File: src/rtl/adc_cmd_sequencer.sv
// adc_cmd_sequencer: decodes single-character UART commands, runs ADC captures
// and streams each 12-bit sample as two bytes over a valid/ready link.
module adc_cmd_sequencer #(
   parameter logic [7:0] DEFAULT_COUNT = 8'd1,
   parameter logic [2:0] DEFAULT_CH = 3'd0
) (
   input  logic        clk,
   input  logic        rst,
   input  logic [7:0]  rx_char,
   input  logic        rx_valid,
   output logic        adc_req,
   output logic [2:0]  adc_ch,
   input  logic        adc_valid,
   input  logic [11:0] adc_data,
   output logic [7:0]  tx_data,
   output logic        tx_valid,
   input  logic        tx_ready,
   output logic        busy,
   output logic        done,
   output logic        aborted,
   output logic        cmd_err
);
   typedef enum logic [2:0] {IDLE, ARG_N, ARG_A, CONVERT, SEND_HI, SEND_LO} state_t;
   state_t state, state_n;
   logic [7:0] count, count_n;
   logic [2:0] channel, channel_n;
   logic [8:0] remaining, remaining_n;
   logic [11:0] sample, sample_n;
   logic abort_pending, abort_n, done_n, aborted_n, err_n;
   logic is_x, xfer;
   assign is_x = rx_valid && rx_char == 8'h58;
   assign xfer = tx_valid && tx_ready;
   always_comb begin
      state_n = state;
      count_n = count;
      channel_n = channel;
      remaining_n = remaining;
      sample_n = sample;
      abort_n = abort_pending;
      done_n = 1'b0;
      aborted_n = 1'b0;
      err_n = 1'b0;
      case (state)
         IDLE: if (rx_valid) begin
            if (rx_char == 8'h4E) state_n = ARG_N;
            else if (rx_char == 8'h41) state_n = ARG_A;
            else if (rx_char == 8'h53) begin
               state_n = CONVERT;
               remaining_n = count == 8'd0 ? 9'd256 : {1'b0, count};
            end else if (!is_x) err_n = 1'b1;
         end
         ARG_N: if (rx_valid) begin
            state_n = IDLE;
            if (!is_x) count_n = rx_char;
         end
         ARG_A: if (rx_valid) begin
            state_n = IDLE;
            if (!is_x && rx_char <= 8'd7) channel_n = rx_char[2:0];
            else if (!is_x) err_n = 1'b1;
         end
         CONVERT: begin
            if (is_x) abort_n = 1'b1;
            // a result arriving with the abort still gets sent
            if (adc_valid) begin
               sample_n = adc_data;
               state_n = SEND_HI;
            end else if (abort_pending || is_x) begin
               state_n = IDLE;
               aborted_n = 1'b1;
               abort_n = 1'b0;
            end
         end
         SEND_HI: begin
            if (is_x) abort_n = 1'b1;
            if (xfer) state_n = SEND_LO;
         end
         SEND_LO: begin
            if (is_x) abort_n = 1'b1;
            if (xfer) begin
               remaining_n = remaining - 9'd1;
               if (remaining == 9'd1) begin
                  state_n = IDLE;
                  done_n = 1'b1;
                  abort_n = 1'b0;
               end else if (abort_pending || is_x) begin
                  state_n = IDLE;
                  aborted_n = 1'b1;
                  abort_n = 1'b0;
               end else state_n = CONVERT;
            end
         end
         default: state_n = IDLE;
      endcase
   end
   always_ff @(posedge clk) begin
      if (rst) begin
         state <= IDLE;
         count <= DEFAULT_COUNT;
         channel <= DEFAULT_CH;
         remaining <= 9'd0;
         sample <= 12'd0;
         abort_pending <= 1'b0;
         adc_req <= 1'b0;
         adc_ch <= 3'd0;
         tx_valid <= 1'b0;
         tx_data <= 8'h00;
         busy <= 1'b0;
         done <= 1'b0;
         aborted <= 1'b0;
         cmd_err <= 1'b0;
      end else begin
         state <= state_n;
         count <= count_n;
         channel <= channel_n;
         remaining <= remaining_n;
         sample <= sample_n;
         abort_pending <= abort_n;
         // outputs are registered copies of what the next state presents
         adc_req <= state_n == CONVERT;
         adc_ch <= state_n == CONVERT ? channel_n : 3'd0;
         tx_valid <= state_n == SEND_HI || state_n == SEND_LO;
         tx_data <= state_n == SEND_HI ? {channel_n, 1'b0, sample_n[11:8]} :
                    state_n == SEND_LO ? sample_n[7:0] : 8'h00;
         busy <= state_n != IDLE;
         done <= done_n;
         aborted <= aborted_n;
         cmd_err <= err_n;
      end
   end
endmodule

File: config.mk
export PLATFORM = sky130hd
export DESIGN_NAME = adc_cmd_sequencer
export DESIGN_NICKNAME = d
export VERILOG_FILES = /design/src/rtl/adc_cmd_sequencer.sv
export SDC_FILE = /design/constraint.sdc
export NUM_CORES = 1
export LEC_CHECK = 0
export ABC_AREA = 1
export BUFFER_PORTS_ARGS = -buffer_cell sky130_fd_sc_hd__buf_2
export CORE_UTILIZATION = 55
export DETAILED_ROUTE_END_ITERATION = 10
export GPL_TIMING_DRIVEN = 0
export PLACE_DENSITY = 0.78
export SKIP_CTS_REPAIR_TIMING = 1
export SLEW_MARGIN = 20
export SYNTH_ARGS = -nofsm -noshare
export SYNTH_HDL_FRONTEND = slang
export SYNTH_SLANG_ARGS = --single-unit
File: constraint.sdc
create_clock -name clk -period 1.6 [get_ports clk]
set_input_delay 0.32 -clock clk [delete_from_list [all_inputs] [get_ports clk]]
set_output_delay 0.32 -clock clk [all_outputs]
set_load 0.05 [all_outputs]
; Yosys cells after proc, flatten, opt, wreduce, memory -nomap -nowiden
; Index checks and enable logic that the tools add are counted.
[totals]
regBits = 53
input_bits = 25
out_inout_bits = 17
elab_cells = 103
[op_classes]
addsub = 1
order_cmp = 1
n_eq_ne = 18
muxes = 46
bitwise_logic = 5
reduce_logical = 17
[ops]
columns = op, count
row1 = 9-bit two-way mux, 6
row2 = 3-bit two-way mux, 12
row3 = 8-bit by 7-bit == test with 1-bit output (second input constant), 4
row4 = 12-bit two-way mux, 2
row5 = 9-bit case mux with 2 select lines, 1
row6 = 1-bit two-way mux, 17
row7 = 8-bit two-way mux, 2
row8 = 3-bit case mux with 5 select lines, 1
row9 = 3-bit == test (second input constant), 4
row10 = 2-bit != test (second input constant), 5
row11 = 3-bit by 2-bit == test with 1-bit output (second input constant), 3
row12 = 9-bit by 1-bit == test with 1-bit output (second input constant), 1
row13 = 9-bit by 1-bit subtractor with 9-bit output (second input constant), 1
row14 = 8-bit by 3-bit <= comparator with 1-bit output (second input constant), 1
row15 = 8-bit zero test, 1
row16 = 6-bit AND reduction, 1
row17 = 3-bit nonzero test, 2
row18 = 3-bit OR reduction, 2
row19 = 1-bit NOT, 5
row20 = 2-bit two-way mux, 2
row21 = 1-bit case mux with 2 select lines, 2
row22 = 2-bit OR reduction, 2
row23 = 3-bit by 1-bit == test with 1-bit output (second input constant), 1
row24 = 1-bit logical AND, 3
row25 = other kinds (6), 7

; Depth between registers and ports, before layout
; Gate-level depths: netlist of the first run.
[depth]
ltp_word = 10
ltp_mapped = 14

; Least setup slack after synthesis of the first run
; No wires, ideal clock.
[synth_path]
path_type = reg-to-reg
startpoint = register tx_valid
endpoint = register tx_data[5]
arrival_ps = 1511
required_ps = 1487
path_slack_ps = -24
stages_incl_launch_ff = 7
period_less_slack_ps = 1624
path_cell_list = dfxtp_1 -> nand2_1 -> o21ai_1 -> nand2_1 -> buf_2 -> nand3_1 -> nand2_1
[synth_between]
elab_chain_len = 6
elab_cells_between_ends = 8
[synth_lines]
columns = item, line_no
row1 = from (decl), 16  ; output logic tx_valid,
row2 = from (signal assigned), 105  ; tx_valid <= 1'b0;
row3 = from (signal assigned), 121  ; tx_valid <= state_n == SEND_HI || state_n == SEND_LO;
row4 = 1-bit logical AND *, 32  ; assign xfer = tx_valid && tx_ready;
row5 = "3-bit two-way mux, on equally long branches", "79, 75"
row6 = 3-bit case mux with 5 select lines *, 43  ; case (state)
row7 = 3-bit == test, 123  ; state_n == SEND_LO ? sample_n[7:0] : 8'h00;
row8 = 8-bit two-way mux, 123
row9 = 8-bit two-way mux *, 122  ; tx_data <= state_n == SEND_HI ? {channel_n, 1'b0, sample_n[11:8]} :
row10 = to (signal assigned), 122
row11 = to (decl), 15  ; output logic [7:0] tx_data,
; Mark *: on every way between the ends. The rest lies on a longest branch, timed or not.
; A chain may end at the register's enable or synchronous reset.

; Worst setup path after layout of the first run
[layout_path]
startpoint = register remaining[1]
endpoint = register tx_data[7]
[layout_between]
elab_chain_len = 7
elab_cells_between_ends = 8
[layout_lines]
columns = item, line_no
row1 = from (decl), 27  ; logic [8:0] remaining, remaining_n;
row2 = from (signal assigned), 115  ; remaining <= remaining_n;
row3 = 9-bit by 1-bit == test with 1-bit output *, 81  ; if (remaining == 9'd1) begin
row4 = 2-bit two-way mux *, 81
row5 = 3-bit two-way mux *, 79  ; if (xfer) begin
row6 = 3-bit case mux with 5 select lines *, 43
row7 = 3-bit == test, 123
row8 = 8-bit two-way mux, 123
row9 = 8-bit two-way mux *, 122
; Marked as above.

==> out/metrics.cfg, run 1 <==
[critical_path]
cp.required_ns=1.86
criticalPathCategory=reg -> reg
r2r-start=remaining[1]
crit_start=remaining[1]
cp.arrival_ns=1.94
cp-start-kind=register
worstPathMaxFanout=7
setup.worst_path.end_class=register

[placed_design]
placed_area_mm2=0.00270
dp_hpwl_mm=3.98
io_buffer_count=40
gp_congestion=0.854
post-place-ws_ns=-0.103

[synthesis]
synth-seq-area-share=0.436
yosys.area.top_type=dfxtp_1
synthTopCellsByCount=nand2_1 (58), dfxtp_1 (53), nor2_1 (42)
synth_most_common_cell=nand2_1
syn_nets=353
synthTopCellsByArea=dfxtp_1 (44%), nand2_1 (8.9%), nor2_1 (6.5%)
yosysUniqueCellTypes=37
postSynthAreaPerCell_um2=7.47
synth-edff-count=0
ys_warn_count=0
synthArstFlopShare=0
synth.top_cell.area_share=0.436
synth_area_mm2=0.00244
synth_seq_cells=53
synth_ff_type=dfxtp_1
synth_cells=326

[clock_tree]
cts.clk_slew.worst_paths_ns=0.09
htreeDepth=2
cts_made_buffers=5
clkSinkCount=53
cts_tree=built
clkLatencyLatePin_ns=0.30
cts_root_buf=clkbuf_8
max-clock-path-buffers=2

[sta]
fin_crit_sh=1.05
finalHoldViolCount=0
rsz0062_at_grt=yes
tightest_slew_ns=0.557
setup_slack_ns=-0.0809
maxSlewHeadroom=0.629
clock_skew_ns=0.00395
fmax_mhz=595
drv_slew=0
min_period_ns=1.68
setup_viol_count_final=15

[grt]
use_met1=0.378
grt_pass1_wl_mm=9.01
use_met3=0.0362
antenna_found_initial=0
busiest_layer=met2
use_met2=0.388
first_global_vias=2004
track_usage=0.261
grt.overflow.total=0
grt_max_degree=17

[final_layout]
syn2layout_area_growth_pct=18.8
drive_gt1_frac=0.255
postLayoutCellArea_mm2=0.00290
antenna_cells=0
nets=402

[route]
first_pass_iters=5
vias=2265
drtIter0Drc=139
postRouteAntennaNets=0
wl_per_cell_um=13.2
viasPerCell=5.32
drt_wl_total_mm=5.63
drc_errors=0

[floorplan]
die_w_um=68.6
rows=23
die-area_mm2=0.00470
io_pins=42
die_y_um=68.6
core_area_mm2=0.00412
initial_core_util=0.592

[power]
vdd_drop_max_v=0.000482
p_per_area_mw_per_mm2=819
leakagePower_uw=0.00143

[min_path]
hp-class=in -> reg
min_from=adc_data[7]

[flow_run]
cap_violations=0

[status]
violations=negative setup slack
status=finished, violations left

## cells in the final DEF, fill, tap and decap left out, types with 2 or more instances in the layout
cell type  count
a21oi_1       18
a31oi_1        4
and2_1         3
buf_2         44
buf_4          2
clkbuf_1       4
clkbuf_8       6
dfxtp_1       48
dfxtp_2        4
inv_1         29
inv_2          9
mux2i_1       11
nand2_1       55
nand2_2        6
nand2_4        2
nand3_1       21
nand3_2        5
nand4_1        8
nor2_1        39
nor2_2         6
nor3_1         5
nor4_1         2
o21ai_0       14
o21ai_1        8
xnor2_1        2
xor2_1         2
## metrics by stage
step	cells	TNS [ns]	power, uW	hold WS, ns	util
floorplan	326	0	1410	0.430	-
global placement	416	-0.922	1460	0.450	0.656
detailed placement	416	-1.11	1460	0.456	0.656
CTS	424	-0.959	2390	0.291	0.685
global route	426	-3.58	2450	0.313	0.704
finish	426	-0.754	2370	0.302	0.704
## registers in the layout, indices dropped and copies added (netlist names), 3 cells and up
register,cells
state,3
tx_data,8
sample,12
channel,3
count,8
remaining,9
adc_ch,3
## critical path, stage by stage, from the launching register on
cell and delay [ns]:
dfxtp_2 0.33, inv_2 0.08, ha_4 0.12, inv_2 0.03, nor2_2 0.06, nand2_1 0.07, nor2_2 0.18, nor2_1 0.06
nand3_1 0.10, nand2_1 0.09, nand2_2 0.12, inv_2 0.06, nor2_4 0.17, nand3_1 0.10, nand2_1 0.07
## path summary, 6_finish.rpt
check	to	slack [ns]	cells past startpoint
worst max-delay path	tx_data[7]	-0.08	14
worst min-delay path	sample[7]	0.30	3
worst max register to register	tx_data[7]	-0.08	14
worst min register to register	sample[4]	0.47	2
## final cells by class
| class | count | area (um2) |
|---|---|---|
| clock inverter | 2 | 37.5 |
| clock buffer | 6 | 82.6 |
| inverter | 39 | 149 |
| fill | 340 | 1220 |
| sequential | 53 | 1070 |
| buffer | 9 | 46.3 |
| tap | 50 | 62.6 |
| multi-input combinational | 225 | 1230 |
| timing repair buffer | 42 | 215 |
## layer usage
layer / vias up / wire, um
met5: - / 0
met4: 0 / 89
met3: 8 / 249
met2: 67 / 2580
met1: 1023 / 2710
li1: 1167 / -
## cell families (layout without fill, tap and decap cells)
| logic type | after synthesis | count (layout) | share of synthesized area |
|---|---|---|---|
| AO/OA/AOI/OAI | 51 | 51 | 0.117 |
| XOR/XNOR | 4 | 4 | 0.0144 |
| adder cells (fa/ha/maj) | 2 | 2 | 0.0103 |
| buffers and inverters | 48 | 98 | 0.0801 |
| flip-flops | 53 | 53 | 0.436 |
| multiplexers | 11 | 11 | 0.0452 |
| AND/OR/NAND/NOR | 157 | 157 | 0.297 |
## power breakdown
group          internal, uW  switching [uW]  total (uW)
clock                   509             430         939
sequential             1320            1.54        1320
combinational          39.9            71.8         112
total                  1870             504        2370
No activity file was read; power rests on OpenSTA's default activity.
==> run 2: changes to the inputs <==
==> constraint.sdc (replaced) <==
create_clock -name clk -period 1.8 [get_ports clk]
set_input_delay 0.36 -clock clk [delete_from_list [all_inputs] [get_ports clk]]
set_output_delay 0.36 -clock clk [all_outputs]
set_load 0.05 [all_outputs]
==> run 2 against run 1 <==
Utilization is 2.2 points lower. Clock skew is 0.0030 ns higher. Critical path type unchanged. The flow now finishes without violations. Die area stayed put. Register-to-register slack better by 0.26 ns. First-iteration DRC count is 3.6% higher. Via count is 1.1% lower.
==> out/metrics.cfg, run 2 (synthesis gave the netlist of run 1 again) <==
[final_layout]
final_cells=424
largest_reg_flops=12
reg_top3=sample: 12 flops, remaining: 9 flops
antenna_cells=0
layout_common_cells=nand2_1 (57), dfxtp_1 (52), buf_2 (44), nor2_1 (41), inv_1 (32)
layout_commonest_cell=nand2_1
regMostFlops=sample
syn2layout_area_growth_pct=15.1
drive_gt1_frac=0.209
nets=400

[power]
leakagePower_uw=0.00141
p_per_area_mw_per_mm2=696
vdd_drop_max_v=0.000388

[clock_tree]
clkLatencyLatePin_ns=0.31
clkSinkCount=53
cts_root_buf=clkbuf_8
cts_tree=built
cts_made_buffers=5
cts.clk_slew.worst_paths_ns=0.10
max-clock-path-buffers=2
htreeDepth=2

[grt]
grt.overflow.total=0
track_usage=0.249
grt_pass1_wl_mm=8.61
first_global_vias=1902
grt_max_degree=19
antenna_found_initial=0

[placed_design]
io_buffer_count=40
post-place-ws_ns=0.0461
gp_congestion=0.846
place_inst=416
dp_hpwl_mm=4.00

[critical_path]
criticalPathCategory=reg -> reg
r2r-start=remaining[1]
cp.required_ns=2.05
worstPathMaxFanout=7
crit_start=remaining[1]
crit_end=tx_data[1]
crit_slowest_cell=dfxtp_1
path_cells=inv_2, ha_1, inv_1, nor2_1, nand2_1, nor2_2, nor2_1, nand3_1, nand2_1, nand2_2, inv_2, nor2_4, nand3_1, nand2_1
reg2reg_slack_ns=0.18
rr_endpoint=tx_data[1]
setup.worst_path.end_class=register
cp-start-kind=register
worst_r2r_path_depth=14
cp.arrival_ns=1.88
slowest_delay_ns=0.33
crit_path_frequent_cell=nand2_1

[sta]
min_period_ns=1.62
fmax_mhz=616
setup_viol_count_final=0
maxSlewHeadroom=0.635
clock_skew_ns=0.00694
finalHoldViolCount=0
setup_slack_ns=0.176
rsz0062_at_grt=yes
worst_hold_slack_ns=0.331
fin_crit_sh=0.902
drv_slew=0
tightest_slew_ns=0.548

[floorplan]
die-area_mm2=0.00470
die_w_um=68.6
io_pins=42
die_y_um=68.6
core_area_mm2=0.00412
rows=23
initial_core_util=0.592

[route]
drtIter0Drc=144
postRouteAntennaNets=0
drc_errors=0
wl_per_cell_um=12.6
viasPerCell=5.28
vias=2240
drt_wl_total_mm=5.33
first_pass_iters=4

[min_path]
hp-class=in -> reg

[status]
status=complete, no violations

[flow_run]
cap_violations=0

run 2: changes by cell type in the layout (fill, tap and decap cells not counted), sizes merged:
cell    before  now
buf         47   45
bufinv       1    0
clkbuf      10    9
clkinv       0    1
inv         39   40
run 2: area by class of cell:
cell class,count,area [um2]
buffer,9,46.3
tap,50,62.6
multi-input combinational,225,1190
timing repair buffer,40,200
sequential,53,1060
fill,367,1310
inverter,39,149
clock buffer,5,68.8
clock inverter,3,25.0
run 2: metal layers:
layer	wire length, um	part of all wire	GRT usage
met4	59	0.011	0.0625
met3	242	0.045	0.0543
met2	2400	0.45	0.374
met5	0	0	0
met1	2630	0.49	0.360
run 2: stage by stage:
stage	total power [uW]	setup TNS [ns]	cell area (um2)	util
after floorplan	1250	0	2440	-
after global placement	1300	0	2700	0.656
after detailed placement	1300	0	2700	0.656
after CTS	1960	0	2790	0.679
after global routing	2030	-0.0647	2800	0.681
final	1950	0	2800	0.681
run 2: worst max-delay path: cells and delay by family (launching register included):
kind | cells | cell delay (ns)
flip-flops | 1 | 0.33
buffers and inverters | 3 | 0.15
adder cells (fa/ha/maj) | 1 | 0.13
AND/OR/NAND/NOR | 10 | 0.95
run 2: how the worst min path moves through the flow:
stage	startpoint	to	slack, ns	cells after the start
2_1_floorplan	count[2]	count[2]	0.43	2
3_3_place_gp	sample[4]	sample[4]	0.44	2
3_5_place_dp	count[1]	count[1]	0.46	2
4_1_cts	adc_data[8]	sample[8]	0.33	3
5_1_grt	adc_data[9]	sample[9]	0.33	3
6_report	adc_data[7]	sample[7]	0.33	3
run 2: power by group:
part	switching (uW)	leakage (uW)	total [uW]	internal (uW)
registers	1.29	0.000428	1180	1170
logic	62.2	0.000935	97.3	35.1
clock network	397	0.0000447	678	281
total	461	0.00141	1950	1490
